`config.mk`:
```
export PLATFORM = sky130hd
export DESIGN_NAME = stage_memory_flat
export DESIGN_NICKNAME = d
export VERILOG_FILES = /design/src/rtl/stage_memory_if.sv /design/src/rtl/stage_memory.sv /design/src/flat_wrapper.sv
export SDC_FILE = /design/constraint.sdc
export NUM_CORES = 1
export LEC_CHECK = 0
export CORE_MARGIN = 5
export CORE_UTILIZATION = 42
export CTS_BUF_LIST = sky130_fd_sc_hd__clkbuf_16
export CTS_CLUSTER_DIAMETER = 200
export DETAILED_ROUTE_END_ITERATION = 12
export PLACE_DENSITY = 0.87
export SLEW_MARGIN = 25
export SYNTH_ARGS = -nofsm -noshare
export SYNTH_HDL_FRONTEND = slang
export SYNTH_SLANG_ARGS = --single-unit
```
`constraint.sdc`:
```
create_clock -name clk -period 5.65 [get_ports clk]
set_clock_uncertainty 0.2 [all_clocks]
set_input_delay 1.13 -clock clk [delete_from_list [all_inputs] [get_ports clk]]
set_output_delay 1.13 -clock clk [all_outputs]
set_load 0.005 [all_outputs]
```
`src/rtl/stage_memory_if.sv`:
```
// Data-memory port of the memory stage: request side driven by the stage,
// read data and completion returned by the memory.
interface stage_memory_if;
  logic [31:0] dmem_address;
  logic        dmem_read;
  logic        dmem_write;
  logic [3:0]  dmem_wmask;
  logic [31:0] dmem_wdata;
  logic [31:0] dmem_rdata;
  logic        dmem_resp;

  modport master (
    output dmem_address, dmem_read, dmem_write, dmem_wmask, dmem_wdata,
    input  dmem_rdata, dmem_resp
  );

  modport slave (
    input  dmem_address, dmem_read, dmem_write, dmem_wmask, dmem_wdata,
    output dmem_rdata, dmem_resp
  );
endinterface

```
`src/rtl/stage_memory.sv`:
```
// RV32I memory stage: aligns loads/stores onto the data-memory port and holds
// the request (and, if the pipeline is not advancing, the result) until done.
module stage_memory (
  input  logic                 clk,
  input  logic                 rst,
  input  logic                 valid_i,
  input  logic                 mem_read_i,
  input  logic                 mem_write_i,
  input  logic [2:0]           funct3_i,
  input  logic [31:0]          alu_out_ex_mem_i,
  input  logic [31:0]          rs2_ex_mem_i,
  input  logic                 advance_i,
  stage_memory_if.master       dmem,
  output logic [31:0]          mem_rdata_o,
  output logic                 mem_stall_o,
  output logic                 misaligned_o
);

  localparam logic [1:0] S_IDLE = 2'd0;
  localparam logic [1:0] S_WAIT = 2'd1;
  localparam logic [1:0] S_DONE = 2'd2;

  logic [1:0]  state_q, state_d;
  logic [31:0] rdata_q, rdata_d;
  logic [1:0]  off;
  logic        access, op, req_en, rd_req, wr_req, resp, adv;
  logic        is_half, is_word;
  logic [31:0] load_val;

  function automatic logic [31:0] load_extend(input logic [31:0] word,
                                              input logic [1:0]  boff,
                                              input logic [2:0]  f3);
    logic signed [7:0]  b;
    logic signed [15:0] h;
    b = word[{boff, 3'b000} +: 8];
    h = word[{boff[1], 4'b0000} +: 16];
    case (f3[1:0])
      2'b00:   load_extend = f3[2] ? {24'd0, b} : {{24{b[7]}}, b};
      2'b01:   load_extend = f3[2] ? {16'd0, h} : {{16{h[15]}}, h};
      default: load_extend = word;
    endcase
  endfunction

  function automatic logic [3:0] store_mask(input logic [1:0] size, input logic [1:0] boff);
    case (size)
      2'b00:   store_mask = 4'b0001 << boff;
      2'b01:   store_mask = 4'b0011 << {boff[1], 1'b0};
      default: store_mask = 4'b1111;
    endcase
  endfunction

  function automatic logic [31:0] store_data(input logic [31:0] data, input logic [1:0] size,
                                             input logic [1:0] boff);
    store_data = (size == 2'b10) ? data : (data << {boff, 3'b000});
  endfunction

  always_comb begin
    off          = alu_out_ex_mem_i[1:0];
    is_half      = (funct3_i[1:0] == 2'b01);
    is_word      = (funct3_i[1:0] == 2'b10);
    access       = valid_i & (mem_read_i | mem_write_i);
    misaligned_o = access & ((is_half & off[0]) | (is_word & (off != 2'b00)));
    op           = access & ~misaligned_o;
    // A completed op stays on the inputs while held in DONE; it must not reissue.
    req_en       = op & (state_q != S_DONE);
    rd_req       = mem_read_i & req_en;
    wr_req       = mem_write_i & req_en;
    resp         = dmem.dmem_resp;

    dmem.dmem_read    = rd_req;
    dmem.dmem_write   = wr_req;
    dmem.dmem_address = valid_i ? {alu_out_ex_mem_i[31:2], 2'b00} : 32'd0;
    dmem.dmem_wmask   = wr_req ? store_mask(funct3_i[1:0], off) : 4'b0000;
    dmem.dmem_wdata   = wr_req ? store_data(rs2_ex_mem_i, funct3_i[1:0], off) : 32'd0;

    load_val    = load_extend(dmem.dmem_rdata, off, funct3_i);
    mem_stall_o = ((state_q == S_IDLE) & op & ~resp) | ((state_q == S_WAIT) & ~resp);
    adv         = advance_i & ~mem_stall_o;

    if (state_q == S_DONE)  mem_rdata_o = rdata_q;
    else if (rd_req & resp) mem_rdata_o = load_val;
    else                    mem_rdata_o = 32'd0;

    state_d = state_q;
    rdata_d = rdata_q;
    case (state_q)
      S_IDLE: begin
        if (op & ~resp) begin
          state_d = S_WAIT;
        end else if (op & resp & ~adv) begin
          state_d = S_DONE;
          rdata_d = mem_read_i ? load_val : 32'd0;
        end
      end
      S_WAIT: begin
        if (resp & adv) begin
          state_d = S_IDLE;
        end else if (resp) begin
          state_d = S_DONE;
          rdata_d = mem_read_i ? load_val : 32'd0;
        end
      end
      S_DONE: begin
        if (adv) state_d = S_IDLE;
      end
      default: state_d = S_IDLE;
    endcase
  end

  always_ff @(posedge clk or posedge rst) begin
    if (rst) begin
      state_q <= S_IDLE;
      rdata_q <= 32'd0;
    end else begin
      state_q <= state_d;
      rdata_q <= rdata_d;
    end
  end

endmodule

```
`src/flat_wrapper.sv`:
```
// flat-port wrapper written by rule: the top's interface ports become plain ports
module stage_memory_flat 
  (clk, rst, valid_i, mem_read_i, mem_write_i, funct3_i, alu_out_ex_mem_i, rs2_ex_mem_i, advance_i, mem_rdata_o, mem_stall_o, misaligned_o, dmem_dmem_address, dmem_dmem_read, dmem_dmem_write, dmem_dmem_wmask, dmem_dmem_wdata, dmem_dmem_rdata, dmem_dmem_resp);
  stage_memory_if dmem_i ();
  input  logic clk;
  input  logic rst;
  input  logic valid_i;
  input  logic mem_read_i;
  input  logic mem_write_i;
  input  logic [2:0] funct3_i;
  input  logic [31:0] alu_out_ex_mem_i;
  input  logic [31:0] rs2_ex_mem_i;
  input  logic advance_i;
  output logic [31:0] mem_rdata_o;
  output logic mem_stall_o;
  output logic misaligned_o;
  output wire logic [$bits(dmem_i.dmem_address)-1:0] dmem_dmem_address;
  output wire logic [$bits(dmem_i.dmem_read)-1:0] dmem_dmem_read;
  output wire logic [$bits(dmem_i.dmem_write)-1:0] dmem_dmem_write;
  output wire logic [$bits(dmem_i.dmem_wmask)-1:0] dmem_dmem_wmask;
  output wire logic [$bits(dmem_i.dmem_wdata)-1:0] dmem_dmem_wdata;
  input wire logic [$bits(dmem_i.dmem_rdata)-1:0] dmem_dmem_rdata;
  input wire logic [$bits(dmem_i.dmem_resp)-1:0] dmem_dmem_resp;
  assign dmem_dmem_address = dmem_i.dmem_address;
  assign dmem_dmem_read = dmem_i.dmem_read;
  assign dmem_dmem_write = dmem_i.dmem_write;
  assign dmem_dmem_wmask = dmem_i.dmem_wmask;
  assign dmem_dmem_wdata = dmem_i.dmem_wdata;
  assign dmem_i.dmem_rdata = dmem_dmem_rdata;
  assign dmem_i.dmem_resp = dmem_dmem_resp;
  stage_memory u_core (.clk(clk), .rst(rst), .valid_i(valid_i), .mem_read_i(mem_read_i), .mem_write_i(mem_write_i), .funct3_i(funct3_i), .alu_out_ex_mem_i(alu_out_ex_mem_i), .rs2_ex_mem_i(rs2_ex_mem_i), .advance_i(advance_i), .dmem(dmem_i), .mem_rdata_o(mem_rdata_o), .mem_stall_o(mem_stall_o), .misaligned_o(misaligned_o));
endmodule
```
* Word level (Yosys, flattened, before mapping)
Cells that the tools add are included.
** Storage, ports and cells
- Register bits :: 34
- Output and inout bits :: 104
** Operators by class
- Equality and inequality tests :: 12
- Shifts and indexed selects :: 5
- Muxes and demuxes :: 22
- Bitwise gates (word level) :: 24
- Reductions and logical operators :: 6
** Operators by type and width (number)
- 2-to-1 mux 32 bit :: 12
- case mux 32 bit (2 select lines) :: 2
- indexed part select 32 x 6 -> 16 bit :: 1
- indexed part select 32 x 6 -> 8 bit :: 1
- left shift 32 x 5 -> 32 bit :: 1
- bitwise AND 1 bit :: 17
- 2-to-1 mux 2 bit :: 5
- != test 2 bit (second input constant) :: 5
- case mux 4 bit (2 select lines) :: 1
- != test 3 bit (second input constant) :: 2
- case mux 2 bit (3 select lines) :: 1
- AND reduction 5 bit :: 1
- == test 2 x 1 -> 1 bit (second input constant) :: 2
- == test 2 bit (second input constant) :: 2
- logical NOT 2 bit :: 2
- 2-to-1 mux 4 bit :: 1
- inverter 1 bit :: 4
- nonzero test 2 bit :: 2
- left shift 1 x 2 -> 4 bit (first input constant) :: 1
- left shift 2 x 2 -> 4 bit (first input constant) :: 1
- bitwise OR 1 bit :: 3
- AND reduction 3 bit :: 1
- != test 2 x 1 -> 1 bit (second input constant) :: 1

* Depth between registers and ports, before layout
Gate-level depths: netlist of run 1.
- Word-level depth :: 16
- Mapped depth :: 8
- Gate-level depth less buffers :: 5

* Worst setup path before layout of run 1
Ideal clock, no wire load.
- Path kind :: input to output
- From :: input port funct3_i[0]
- To :: output port mem_rdata_o[21]
- Arrival :: 2.343 ns
- Data required time :: 4.320 ns
- Setup slack :: 1.977 ns
- Stages on the path :: 8
- Cell sequence :: buf_6 nand2b_4 buf_6 o22a_4 and4_1 buf_6 buf_6 a22o_1
** Between the ends
- Cells in the longest elaborated chain, start to end :: 11
- Elaborated cells between the ends (all ways) :: 15
- Those cells by class :: 2 x eq/ne; 3 x mux; 9 x bitwise; 1 x reduce/logical
** Ends and longest elaborated chain
- from (decl) :: RTL line flat_wrapper.sv:10 : input logic [2:0] funct3_i;
- == test 2 x 1 -> 1 bit / == test 2 bit (equally long branches) :: RTL line stage_memory.sv:37, stage_memory.sv:59, stage_memory.sv:60
- bitwise AND 1 bit :: RTL line stage_memory.sv:62 : misaligned_o = access & ((is_half & off[0]) | (is_word & (off != 2'b00)));
- bitwise OR 1 bit :: RTL line stage_memory.sv:62
- bitwise AND 1 bit :: RTL line stage_memory.sv:62
- inverter 1 bit :: RTL line stage_memory.sv:63 : op = access & ~misaligned_o;
- bitwise AND 1 bit :: RTL line stage_memory.sv:63
- bitwise AND 1 bit :: RTL line stage_memory.sv:65 : req_en = op & (state_q != S_DONE);
- bitwise AND 1 bit :: RTL line stage_memory.sv:66 : rd_req = mem_read_i & req_en;
- bitwise AND 1 bit :: RTL line stage_memory.sv:81 : else if (rd_req & resp) mem_rdata_o = load_val;
- 2-to-1 mux 32 bit * :: RTL line stage_memory.sv:81
- 2-to-1 mux 32 bit * :: RTL line stage_memory.sv:80 : if (state_q == S_DONE) mem_rdata_o = rdata_q;
- to (decl) :: RTL line flat_wrapper.sv:14 : output logic [31:0] mem_rdata_o;
Mark *: on every way between the ends. The rest lies on a longest branch, timed or not.

* Final worst setup path of run 1
- From :: input port alu_out_ex_mem_i[0]
- To :: output port mem_rdata_o[29]
** Between the ends
- Cells in the longest elaborated chain, start to end :: 11
- Elaborated cells between the ends (all ways) :: 15
- Those cells by class :: 1 x shift; 4 x mux; 9 x bitwise; 1 x reduce/logical
** Ends and longest elaborated chain
- from (decl) :: RTL line flat_wrapper.sv:11 : input logic [31:0] alu_out_ex_mem_i;
- nonzero test 2 bit :: RTL line stage_memory.sv:62
- bitwise AND 1 bit :: RTL line stage_memory.sv:62
- bitwise OR 1 bit :: RTL line stage_memory.sv:62
- bitwise AND 1 bit :: RTL line stage_memory.sv:62
- inverter 1 bit :: RTL line stage_memory.sv:63
- bitwise AND 1 bit :: RTL line stage_memory.sv:63
- bitwise AND 1 bit :: RTL line stage_memory.sv:65
- bitwise AND 1 bit :: RTL line stage_memory.sv:66
- bitwise AND 1 bit :: RTL line stage_memory.sv:81
- 2-to-1 mux 32 bit * :: RTL line stage_memory.sv:81
- 2-to-1 mux 32 bit * :: RTL line stage_memory.sv:80
Marked as above.

==> impl.org, run 1 <==
** Power and ir drop
- Of the total power, the share spent switching nets is 0.3092.
- The internal portion of the total power is 0.7597 mW.
- Portion of total power attributed to the clock network :: 0.286
- PwrDens :: 187.2 nW/um2
- VDD sags by at most 0.1140 mV.
- Power share of the combinational group :: 0.411
- Psw :: 0.3401 mW
- Of the total power, registers draw 0.304.
- Summed over all cells, the static leakage comes to 2.402 nW.

** GRT
- Vias in the first global route :: 4483
- GRT overflow :: 0
- Across every metal layer, demand over resource in global routing totals 0.2685.
- The first global-routing pass estimated 22570 um of wire.
- Entering global routing, the biggest net connects 37 pins.
- The number of antenna violations at the first check in global routing came to 0.

** Setup path
- Of all nets on the critical path, the largest fanout is 14.
- On the critical path the largest part of the delay comes from buffers and inverters.
- The number of cells on the worst reg-to-reg path is 5.
- Traced cell by cell, the critical path runs through clkdlybuf4s50_1 -> nor2_1 -> o22a_4 -> and4_1 -> buf_4 -> a22o_1 -> clkdlybuf4s50_1.
- Required time at the worst-slack endpoint :: 4.32 ns
- Master of the slowest instance on the critical path :: sky130_fd_sc_hd__and4_1
- The cell that appears most often on the critical path is sky130_fd_sc_hd__clkdlybuf4s50_1.
- Buf+Inv Stages, Crit Path :: 3
- The endpoint identified for the worst register-to-register timing path is u_core.rdata_q[2].
- Data arrives at the worst endpoint at 3.71 ns.
- The critical path starts at alu_out_ex_mem_i[0].
- For this run, the slowest stage of the critical path takes 0.59 ns.
- The worst setup path is captured at an output port.
- For flop-to-flop paths, the worst setup slack is 3.50 ns.
- Worst r2r src :: u_core.state_q[1]
- Worst setup path category :: in2out
- Critical Path Source Type :: input pin

** Detailed routing
- After detailed routing, the number of vias per cell comes to 6.046.
- The final layout contains routed wiring with a total length of 14890 um.
- Dividing the detail-routed wire length by the instance count gives 19.93 um.
- First-pass detailed-route iteration total :: 7
- DRC marker count from the first detailed-route iteration :: 393
- Total via count in the routed design :: 4516
- The count of nets left with antenna violations once routing finished came out at 0.
- Number of design rule violations left after detail routing :: 0

** Clock network
- TritonCTS built the clock tree.
- For the worst-skew pair, the clock arrives at the later sink with an insertion delay of 0.28 ns.
- The tree is rooted in a sky130_fd_sc_hd__clkbuf_16.
- In this run the post-CTS setup repair buffer count came out at 0.
- For this design, the sink count on the clock tree is 34.
- Clock-pin slew reported for the worst setup and hold paths after clock tree synthesis :: 0.05 ns
- Once the clock tree was built, the resizer swapped 0 gates to a different size.
- No sink is reached through more buffers than the 2 on the longest clock path.
- Number of buffers created by CTS :: 5
- The H-tree was split into 2 levels.
- The number of hold buffers added after CTS was 0.

** Logic synthesis
- Number of synthesized flops with an enable pin :: 0
- In the synthesized netlist the async set-or-reset flop fraction comes to 1.000.
- Syn Std Cell Area :: 3655 um2
- The share of the Yosys chip area taken by registers is 0.2328.
- Counting every instance in the synthesized netlist gives 458.
- Cell with the most instances after synthesis :: sky130_fd_sc_hd__and2_1
- Primary flip-flop cell chosen by synthesis mapping :: sky130_fd_sc_hd__dfrtp_1
- After synthesis the netlist holds a flip-flop and latch count of 34.
- Number of distinct standard cells referenced by the synthesized netlist :: 59
- Counting instances in the post-synthesis netlist gives the leading cell types as 40 x sky130_fd_sc_hd__and2_1, 34 x sky130_fd_sc_hd__dfrtp_1, 34 x sky130_fd_sc_hd__nor2_1.
- Of all cell types, the one taking the most synthesized area is sky130_fd_sc_hd__dfrtp_1.
- Dividing the synthesized area by the synthesized cell count gives 7.980 um2.
- Number of warning messages in the yosys log :: 0
- Yosys attributes the largest share of cell area to sky130_fd_sc_hd__dfrtp_1 23%, sky130_fd_sc_hd__a22o_1 7.9%, sky130_fd_sc_hd__and2_1 6.8%, sky130_fd_sc_hd__nor2b_1 4.8%, sky130_fd_sc_hd__nor2_1 3.5%.
- Of the post-synthesis cell area, the dominant cell type holds 0.2328.

** Die
- Width of the die :: 103.3 um
- In this run the core area contains 34 standard-cell rows.
- Initial Utilization :: 0.4253
- Overall die area :: 10670 um2
- Y dimension of the die :: 103.3 um
- Number of primary I/O pins :: 210
- Placeable core area :: 8593 um2

** Timing
- The final count of pins violating max slew is 0.
- The hold violation count in the final report came to 0.
- RSZ-0062 raised after global routing :: no
- Normalized max-slew margin :: 0.5038
- Final Cycle Share :: 0.8915
- Summed over all failing endpoints, the final setup total negative slack is 0 ns.
- At the pin with the least slew margin, the transition time is 0.7299 ns.
- Minimum clock period :: 5.037 ns
- Based on the critical path, the design can be clocked at up to 198.5 MHz.
- The tightest hold path in the finished design has a slack of 0.2902 ns.
- Setup violations remaining at the end of the flow were counted as 0.

** Layout
- Number of diodes :: 0
- Layout Nets :: 744
- Cell Count, Final, Fillers Out :: 747
- Fillers :: 689
- Area growth, synth to finish :: 60.77%
- In the final layout, the share of cells above drive strength 1 is 0.08138.
- Finished Cell Area :: 5876 um2

** Hold path
- Path category of the worst min-delay check :: reg2reg
- Worst-case hold path end point :: u_core.rdata_q[14]
- Cells on Worst Hold Path :: 1
- The startpoint identified for the worst hold timing path is u_core.rdata_q[14].

** Outcome
- Result of the run :: completed

** Run
- The tool flagged a number of max-cap violations equal to 0.

** Place
- Once placement completed, the tool counted placed cells totaling 739.
- Placer congestion estimate :: 0.9348
- Once detailed placement completed, the half-perimeter wirelength came to 11580 um.
- In this run the cell area measured after placement is 5705 um2.
- Port Buf Inserts :: 207
## worst max-delay path by stage
stage	to	slack, ns	depth (start not counted)
floorplan	mem_rdata_o[21]	1.98	8
global placement	mem_rdata_o[8]	0.69	7
detailed placement	mem_rdata_o[29]	0.61	7
CTS	mem_rdata_o[29]	0.61	7
global route	mem_rdata_o[29]	0.44	7
finish	mem_rdata_o[29]	0.61	7
## per-layer routing
metal	track usage	part of all wire	wire length, um
met5	0	0	0
met4	0.07669	0.025	365
met3	0.07243	0.094	1402
met2	0.4766	0.51	7612
met1	0.3179	0.37	5505
## cell usage in the layout, fill, tap and decap left out, types with 2 or more instances in the layout
cell	count
sky130_fd_sc_hd__nand2b_1	4
sky130_fd_sc_hd__a211oi_2	3
sky130_fd_sc_hd__a211o_1	6
sky130_fd_sc_hd__nand2_1	25
sky130_fd_sc_hd__a222oi_1	8
sky130_fd_sc_hd__inv_2	2
sky130_fd_sc_hd__nor3_1	9
sky130_fd_sc_hd__a2bb2oi_1	8
sky130_fd_sc_hd__o22ai_1	8
sky130_fd_sc_hd__dfrtp_1	34
sky130_fd_sc_hd__a21oi_1	4
sky130_fd_sc_hd__a221oi_1	7
sky130_fd_sc_hd__a31o_2	9
sky130_fd_sc_hd__o32ai_1	6
sky130_fd_sc_hd__clkinvlp_4	2
sky130_fd_sc_hd__buf_4	15
sky130_fd_sc_hd__o2bb2ai_1	7
sky130_fd_sc_hd__mux2_2	3
sky130_fd_sc_hd__nor2_1	34
sky130_fd_sc_hd__a32o_1	6
sky130_fd_sc_hd__nor2b_1	27
sky130_fd_sc_hd__conb_1	2
sky130_fd_sc_hd__clkbuf_16	5
sky130_fd_sc_hd__and2_1	40
sky130_fd_sc_hd__o211ai_1	2
sky130_fd_sc_hd__inv_1	18
sky130_fd_sc_hd__o32a_1	8
sky130_fd_sc_hd__a22o_1	33
sky130_fd_sc_hd__a211oi_1	4
sky130_fd_sc_hd__o31ai_1	6
sky130_fd_sc_hd__a31oi_1	8
sky130_fd_sc_hd__mux2i_1	7
sky130_fd_sc_hd__and3_1	9
sky130_fd_sc_hd__a21o_1	12
sky130_fd_sc_hd__o21ai_1	7
sky130_fd_sc_hd__clkdlybuf4s50_1	206
sky130_fd_sc_hd__o21ai_0	21
## registers in the layout, indices dropped and copies added, names as in the netlist
| register | count |
|---|---|
| u_core.rdata_q | 32 |
| u_core.state_q | 2 |
## power by group through the flow
stage               clock network [mW]  registers (mW)  logic (mW)
floorplan                            0           0.325       0.237
global placement                     0           0.331       0.436
detailed placement                   0           0.335       0.445
CTS                              0.316           0.332       0.450
global route                     0.328           0.339       0.486
finish                           0.314           0.334       0.452
## worst reg2reg max path, delay by kind of cell, from the launching register on
kind	cells	cell delay [ns]
AND/OR/NAND/NOR	2	0.29
multiplexers	1	0.24
AO/OA/AOI/OAI	1	0.59
flip-flops	1	0.39
buffers and inverters	1	0.34
## cell type report
type / count / area, um2 / share of cell area
clock buffers: 5 / 125.1 / 0.02129
clock inverters: 3 / 45.04 / 0.007666
inverters: 21 / 78.83 / 0.01342
multi-input cells: 354 / 2461 / 0.4189
flip-flops and latches: 34 / 850.8 / 0.1448
well taps: 108 / 135.1 / 0.02300
repair buffers: 222 / 2180 / 0.3710
## kinds of logic after synthesis
logic type | share of synthesized area
DFF | 0.2328
and+or+nand+nor | 0.2372
buffers and inverters | 0.09551
other | 0.001026
muxes | 0.03218
AOI/OAI and AO/OA | 0.4012
## metrics by stage
step	worst slack, ns	utilization	total power [mW]
finish	0.6130	0.6838	1.100
global route	0.4416	0.6838	1.153
CTS	0.6107	0.6838	1.098
detailed placement	0.6140	0.6639	0.7801
global placement	0.6899	0.6639	0.7666
floorplan	1.977	-	0.5624
Power figures use the tool's default switching activity.
==> inputs of run 2 (changes only) <==
--- a/config.mk
+++ b/config.mk
@@ -7,8 +7,11 @@
 export LEC_CHECK = 0
+export CELL_PAD_IN_SITES_DETAIL_PLACEMENT = 1
+export CELL_PAD_IN_SITES_GLOBAL_PLACEMENT = 2
 export CORE_MARGIN = 5
-export CORE_UTILIZATION = 42
+export CORE_UTILIZATION = 22
 export CTS_BUF_LIST = sky130_fd_sc_hd__clkbuf_16
 export CTS_CLUSTER_DIAMETER = 200
+export CTS_CLUSTER_SIZE = 28
 export DETAILED_ROUTE_END_ITERATION = 12
-export PLACE_DENSITY = 0.87
+export PLACE_DENSITY_LB_ADDON = 0.1
 export SLEW_MARGIN = 25
--- a/constraint.sdc
+++ b/constraint.sdc
@@ -4,2 +4,2 @@
 set_output_delay 1.13 -clock clk [all_outputs]
-set_load 0.005 [all_outputs]
+set_load 0.05 [all_outputs]
==> run 2 against run 1 <==
  * Clock power decreased by 17%
  * Critical path depth is 1 lower
  * First-iteration DRC count is 52% lower
  * Sequential share of layout area shrank 1.3 points
  * Global-route usage down 9.2 points
  * Routed wire length grew 20%
  * Clock-buffer cell count is the same
  * Cell count increased by 15%
  * Largest cell class is now non-clock buffers
==> impl.org, run 2 (same netlist as run 1, synthesis figures left out) <==
** Detailed routing
- Routed wirelength normalized by instance count :: 20.89 um (was 19.93 um)
- The total length of routed met2 wires is 8873 um (was 7612 um).
- The routed metal-1 wirelength was 7237 um (was 5505 um).
- Total via count in the routed design :: 4386 (was 4516)
- The initial DRC count was 189 (was 393).
- Routed wire length on met3 :: 1654 um (was 1402 um)
- The wire length reported by the detailed router is 17910 um (was 14890 um).
- The remaining routing DRC violations was 0 (unchanged).
- Highest metal layer with signal wires :: met5 (was met4)
- The post-route antenna net violation count was 0 (unchanged).
- The average vias per placed instance came to 5.118 (was 6.046).
- The detailed-router iteration count before antenna repair came to 5 (was 7).

** Run
- The reported max-cap violation count is 0 (unchanged).

** Setup path
- Required time at the worst-slack endpoint :: 4.32 ns (about the same)
- Worst setup path category :: in2out (unchanged)
- The sort of element at the end of the critical path is an output port (unchanged).
- Number of cells traversed by the worst register-to-register path :: 5 (unchanged)
- Worst flop-to-flop path endpoint :: u_core.rdata_q[22] (was u_core.rdata_q[2])
- The type of element launching the critical path is an input pin (unchanged).
- Max FO, Critical Path :: 13 (was 14)
- The arrival time reported for the critical path endpoint came to 3.74 ns (was 3.71 ns).
- The worst reg-to-reg setup slack is 3.60 ns (was 3.50 ns).
- Worst r2r src :: u_core.state_q[1] (unchanged)

** Die
- The initial standard-cell utilization of the core came to 0.2220 (was 0.4253).
- Y dimension of the die :: 138.9 um (was 103.3 um)
- Number of primary I/O pins :: 210 (unchanged)
- Width of the die :: 138.9 um (was 103.3 um)
- Std-Cell Rows :: 47 (was 34)
- Placeable core area :: 16470 um2 (was 8593 um2)
- The die footprint was 19290 um2 (was 10670 um2).

** Place
- The HPWL after detailed placement came to 14060 um (was 11580 um).
- The routability congestion estimate is 0.7727 (was 0.9348).
- Port Buf Inserts :: 207 (unchanged)
- Cells after DPL :: 850 (was 739)

** Timing
- The worst slew margin relative to its limit came to 0.4408 (was 0.5038).
- RSZ-0062 raised after global routing :: no (unchanged)
- The period utilization came to 0.8980 (was 0.8915).
- The final critical delay including setup and external delays came to 5.074 ns (was 5.037 ns).
- The upper clock frequency limit is 197.1 MHz (was 198.5 MHz).
- Final hold violations :: 0 (unchanged)
- Measured slew at the worst slew-check pin :: 0.8388 ns (was 0.7299 ns)
- Sum Neg Setup Slack :: 0 ns (unchanged)
- The worst hold margin came to 0.2941 ns (was 0.2902 ns).
- Final-report setup violation count :: 0 (unchanged)
- The final count of pins violating max slew was 0 (unchanged).

** GRT
- First-pass GRT wire length :: 27430 um (was 22570 um)
- The all-layer global routing usage is 0.1770 (was 0.2685).
- Vias in the first global route :: 4688 (was 4483)
- GRT overflow :: 0 (unchanged)
- The pin count of the biggest net entering global routing is 36 (was 37).
- The number of antenna violations at the first check in global routing is 1 (was 0).

** Layout
- Area growth, synth to finish :: 77.06% (was 60.77%)
- The antenna diode instance count was 0 (unchanged).
- Largest registers: u_core.rdata_q (32), u_core.state_q (2) (unchanged).
- Largest register by flop count :: u_core.rdata_q (unchanged)
- Fillers :: 1895 (was 689)
- The fraction of layout cells with a size suffix above 1 was 0.1931 (was 0.08138).
- The most common library cell in the layout ignoring fill and taps is sky130_fd_sc_hd__clkdlybuf4s50_1 (unchanged).
- Cell Count, Final, Fillers Out :: 857 (was 747)
- Final core utilization :: 0.3930 (was 0.6838)
- The number of flip-flops in the largest register came to 32 (unchanged).
- Most frequent cells in the layout :: 134 x sky130_fd_sc_hd__clkdlybuf4s50_1, 54 x sky130_fd_sc_hd__buf_12, 40 x sky130_fd_sc_hd__and2_1 (was 206 x sky130_fd_sc_hd__clkdlybuf4s50_1, 40 x sky130_fd_sc_hd__and2_1, 34 x sky130_fd_sc_hd__nor2_1, 34 x sky130_fd_sc_hd__dfrtp_1, 33 x sky130_fd_sc_hd__a22o_1)
- The number of nets in the layout was 743 (was 744).

** Hold path
- The startpoint of the most critical hold path is u_core.rdata_q[11] (was u_core.rdata_q[14]).
- Worst-case hold path end point :: u_core.rdata_q[11] (was u_core.rdata_q[14])
- Cells on Worst Hold Path :: 1 (unchanged)
- The worst hold-check path type is reg2reg (unchanged).

** Clock network
- The count of instances resized after the clock tree is built is 0 (unchanged).
- Number of buffers created by CTS :: 5 (unchanged)
- The number of post-CTS setup repair buffers came to 0 (unchanged).
- CTS hold repair buffers :: 0 (unchanged)
- Clock Root Buffer :: sky130_fd_sc_hd__clkbuf_16 (unchanged)
- The number of sinks on the clock net was 34 (unchanged).
- CTS tree :: done (unchanged)
- The clock slew seen by the registers of the worst setup and hold paths was 0.05 ns (about the same).
- H-tree Lvls :: 2 (unchanged)
- Clock buffer depth :: 2 (unchanged)
- The clock latency on the worst-skew pair is 0.28 ns (about the same).

** Outcome
- Result of the run :: completed (unchanged)

** Power and ir drop
- The power density over the cells came to 192.9 nW/um2 (was 187.2 nW/um2).
- Total Power :: 1.248 mW (was 1.100 mW)
- The maximum resistive drop on vdd came to 0.1146 mV (was 0.1140 mV).
- The leakage power was 2.682 nW (was 2.402 nW).
run 2: cell types whose count changed in the layout (fill, tap and decap cells not counted):
cell	previous run	this run
sky130_fd_sc_hd__clkinv_1	1	2
sky130_fd_sc_hd__buf_4	15	32
sky130_fd_sc_hd__clkdlybuf4s50_1	206	134
sky130_fd_sc_hd__bufinv_16	1	0
sky130_fd_sc_hd__buf_12	0	54
sky130_fd_sc_hd__inv_1	18	17
sky130_fd_sc_hd__clkinvlp_4	2	0
sky130_fd_sc_hd__nor2b_1	27	26
sky130_fd_sc_hd__nor2b_2	1	2
sky130_fd_sc_hd__clkinv_2	0	2
run 2: layout make-up:
class                      instances  area [um2]  area share
sequential                        34       850.8      0.1315
clock buffer                       5       125.1     0.01933
timing repair buffer             221        2668      0.4122
multi-input combinational        354        2464      0.3807
tap                              220       275.3     0.04254
clock inverter                     2       10.01    0.001547
inverter                          21       78.83     0.01218
run 2: worst max-delay path by stage:
| stage | cells past startpoint | from | slack, ns | end |
|---|---|---|---|---|
| 6_report | 6 | alu_out_ex_mem_i[0] | 0.58 | mem_rdata_o[5] |
| 5_1_grt | 6 | alu_out_ex_mem_i[0] | 0.34 | mem_rdata_o[5] |
| 3_5_place_dp | 6 | alu_out_ex_mem_i[0] | 0.54 | mem_rdata_o[5] |
| 4_1_cts | 6 | alu_out_ex_mem_i[0] | 0.53 | mem_rdata_o[5] |
| 3_3_place_gp | 6 | alu_out_ex_mem_i[0] | 0.67 | mem_rdata_o[5] |
| 2_1_floorplan | 6 | alu_out_ex_mem_i[0] | 1.02 | mem_rdata_o[4] |
run 2: per-stage QoR:
stage                     setup slack [ns]  instance area, um2
after floorplan                      1.016                3659
after global placement              0.6746                6336
after detailed placement            0.5355                6336
after CTS                           0.5274                6471
after global routing                0.3423                6471
final                               0.5761                6471
run 2: where the power goes:
part           switching (mW)  internal [mW]
Sequential             0.0280          0.302
Combinational           0.362          0.296
Clock                   0.102          0.159
run 2: layer usage:
layer | vias up | track usage
li1 | 2080 | -
met1 | 2130 | 0.2068
met2 | 166 | 0.3112
met3 | 8 | 0.07138
met4 | 2 | 0.02781
met5 | - | 0
run 2: critical path, stage by stage:
cell and delay [ns]:
sky130_fd_sc_hd__clkdlybuf4s50_1 0.63, sky130_fd_sc_hd__nor2_1 0.33, sky130_fd_sc_hd__o22a_4 0.24, sky130_fd_sc_hd__nand4_1 0.52, sky130_fd_sc_hd__o32ai_1 0.68, sky130_fd_sc_hd__buf_12 0.21
==> inputs of run 3 (changes only) <==
Settings changed: TNS_END_PERCENT set to 30.
==> results of run 3 <==
Final layout, timing and power as in run 2 (identical DEF).
==> RTL change: new RTL, flow settings as in run 2 <==
Take the reset off `rdata_q` and load it in a clocked block of its own.
--- a/src/rtl/stage_memory.sv
+++ b/src/rtl/stage_memory.sv
@@ -111,9 +111,11 @@
     if (rst) begin
       state_q <= S_IDLE;
-      rdata_q <= 32'd0;
     end else begin
       state_q <= state_d;
-      rdata_q <= rdata_d;
     end
+  end
+
+  always_ff @(posedge clk) begin
+    rdata_q <= rdata_d;
   end
 
Behaviour: same outputs for any inputs over 10 cycles, from zero or initial values and one cycle with rst high; that may be too few to reach the edited logic, so the function may still have changed.
==> RTL change against run 2 <==
  * Register-to-register slack improved by 0.31 ns
  * Worst setup slack better by 0.048 ns
  * Critical path depth increased by 2
  * Total power is 5.4% lower
  * Final area grew 3.6%
  * Routed wire length shrank 4.4%
  * Area after synthesis is 2.1% lower
  * Sequential share of layout area is 1.9 points higher
  * Sequential cell count stayed put
  * Highest routed layer is now met4
  * Critical path type unchanged
==> RTL change: results (changes against run 2) <==
pin slew with the least headroom to its limit 0.714 ns (-0.125 ns); Yosys warnings 0 (unchanged); root buffer cell clkbuf_16; end of the worst hold path u_core.state_q[0]; wirelength, routed 17100 um (-4.4%); Post-synth top cells nand2_1, and2_1, a21boi_0, edfxtp_1, nor2_1; RD Place Congestion 0.835 (+8.0%); IO Port Bufs 207 (unchanged); Synth Area in Compound Gates 31.9% (-8.2 points); Worst-path clk slew 0.06 ns; R2R cell count 2 (-3); first-pass GRT wire length 25900 um (-5.8%); Crit path largest cell delay 0.68 ns (about the same); top cells by area, synth edfxtp_1, and2_1, a21boi_0, nand2_1, nor2b_1; 1st-iter DRT viols 221 (+17%); largest registers u_core.rdata_q x32, u_core.state_q x2; Crit Path Max Fanout 20 (+7); layout cells sized above 1 16.4% (-2.9 points); pin count of the biggest net entering global routing 37 (+2.8%); GRT Resource Usage Total 17.5% (-0.15 points); status complete, no violations; DR vias/cell 4.94 (-3.5%); number of buffers inserted by hold repair at cts 0 (unchanged); clk_lat worst skew 0.28 ns (about the same); EDFF count, synth 32 (+32); CTS buffer count 5 (unchanged); worst reg2reg setup slack 3.91 ns (+0.31 ns); P_leak 2.54 nW (-5.4%); maximum buffer depth of the clock tree 2 (unchanged); hold_sp u_core.state_q[1]; largest family of logic cells by synthesized area compound AO/OA/AOI/OAI gates; FFs w/ async S/R, synth 5.88% (-94 points); post-CTS sizing 0 (unchanged); Cell variety after synth 48 (-19%); Final #Nets 752 (+1.2%); DRT Pass-1 Iters 4 (-1); Seq/Total Area, Yosys 28.3% (+5.0 points); slowest CP cell a2111oi_0; hold path depth 1 (unchanged); vias in the first global route 4605 (-1.8%); # H-tree levels 2 (unchanged); Worst R2R End u_core.rdata_q[12]; Post-Synth XOR/XNOR Area 0.245% (+0.24 points); area share of fa/ha/maj cells after synthesis 0% (unchanged); Worst Hold Class flop to flop; RR Startpoint u_core.state_q[1]; Top FF cell, synth edfxtp_1; antenna violations before repair 0 (-1); Post-DP HPWL 13300 um (-5.2%); fillers 1859 (-1.9%); mux contribution to synthesized area 3.78% (+0.56 points); peak supply drop 97.9 uV (-15%)
## RTL change: where the power goes
group | leakage [nW] | internal (mW) | switching, mW
Combinational | 2.15 | 0.270 | 0.341
Sequential | 0.323 | 0.290 | 0.00438
Clock | 0.0672 | 0.161 | 0.114
## RTL change: stage by stage
step                instance area [um^2]  util (%)  std cells  hold slack [ns]  worst slack (ns)
floorplan                           3590         -        461            0.304              1.19
global placement                    6560      41.2        855            0.379             0.642
detailed placement                  6560      41.2        855            0.405             0.634
CTS                                 6700      42.0        863            0.401             0.616
global route                        6700      42.0        863            0.420             0.461
finish                              6700      42.0        863            0.405             0.624
## RTL change: how the worst max path moves through the flow
stage	to	from	depth (start not counted)	slack (ns)
global placement	mem_rdata_o[0]	funct3_i[1]	8	0.64
finish	mem_rdata_o[0]	funct3_i[1]	8	0.62
CTS	mem_rdata_o[0]	funct3_i[1]	8	0.62
floorplan	mem_rdata_o[10]	funct3_i[1]	6	1.19
detailed placement	mem_rdata_o[0]	funct3_i[1]	8	0.63
global route	mem_rdata_o[0]	funct3_i[1]	8	0.46
## RTL change: area by class of cell
cell class	instances	area (um^2)	share of cell area, %
flip-flops and latches	34	1010	15.1
well taps	216	270	4.03
repair buffers	224	2890	43.1
clock buffers	5	125	1.87
multi-input cells	362	2320	34.6
inverters	19	71.3	1.06
clock inverters	3	16.3	0.243
## RTL change: critical path: cells and delay by family
kind	cells	cell delay, ns
compound gates	3	0.96
simple gates	1	0.29
buf+inv	4	1.33
## RTL change: routing by layer
layer | share of wire (%) | vias up | track usage, %
met1 | 39 | 2053 | 19.7
met3 | 8.2 | 13 | 5.30
met5 | 0 | - | 0
li1 | - | 2046 | -
met2 | 52 | 149 | 32.2
met4 | 1.7 | 0 | 4.43
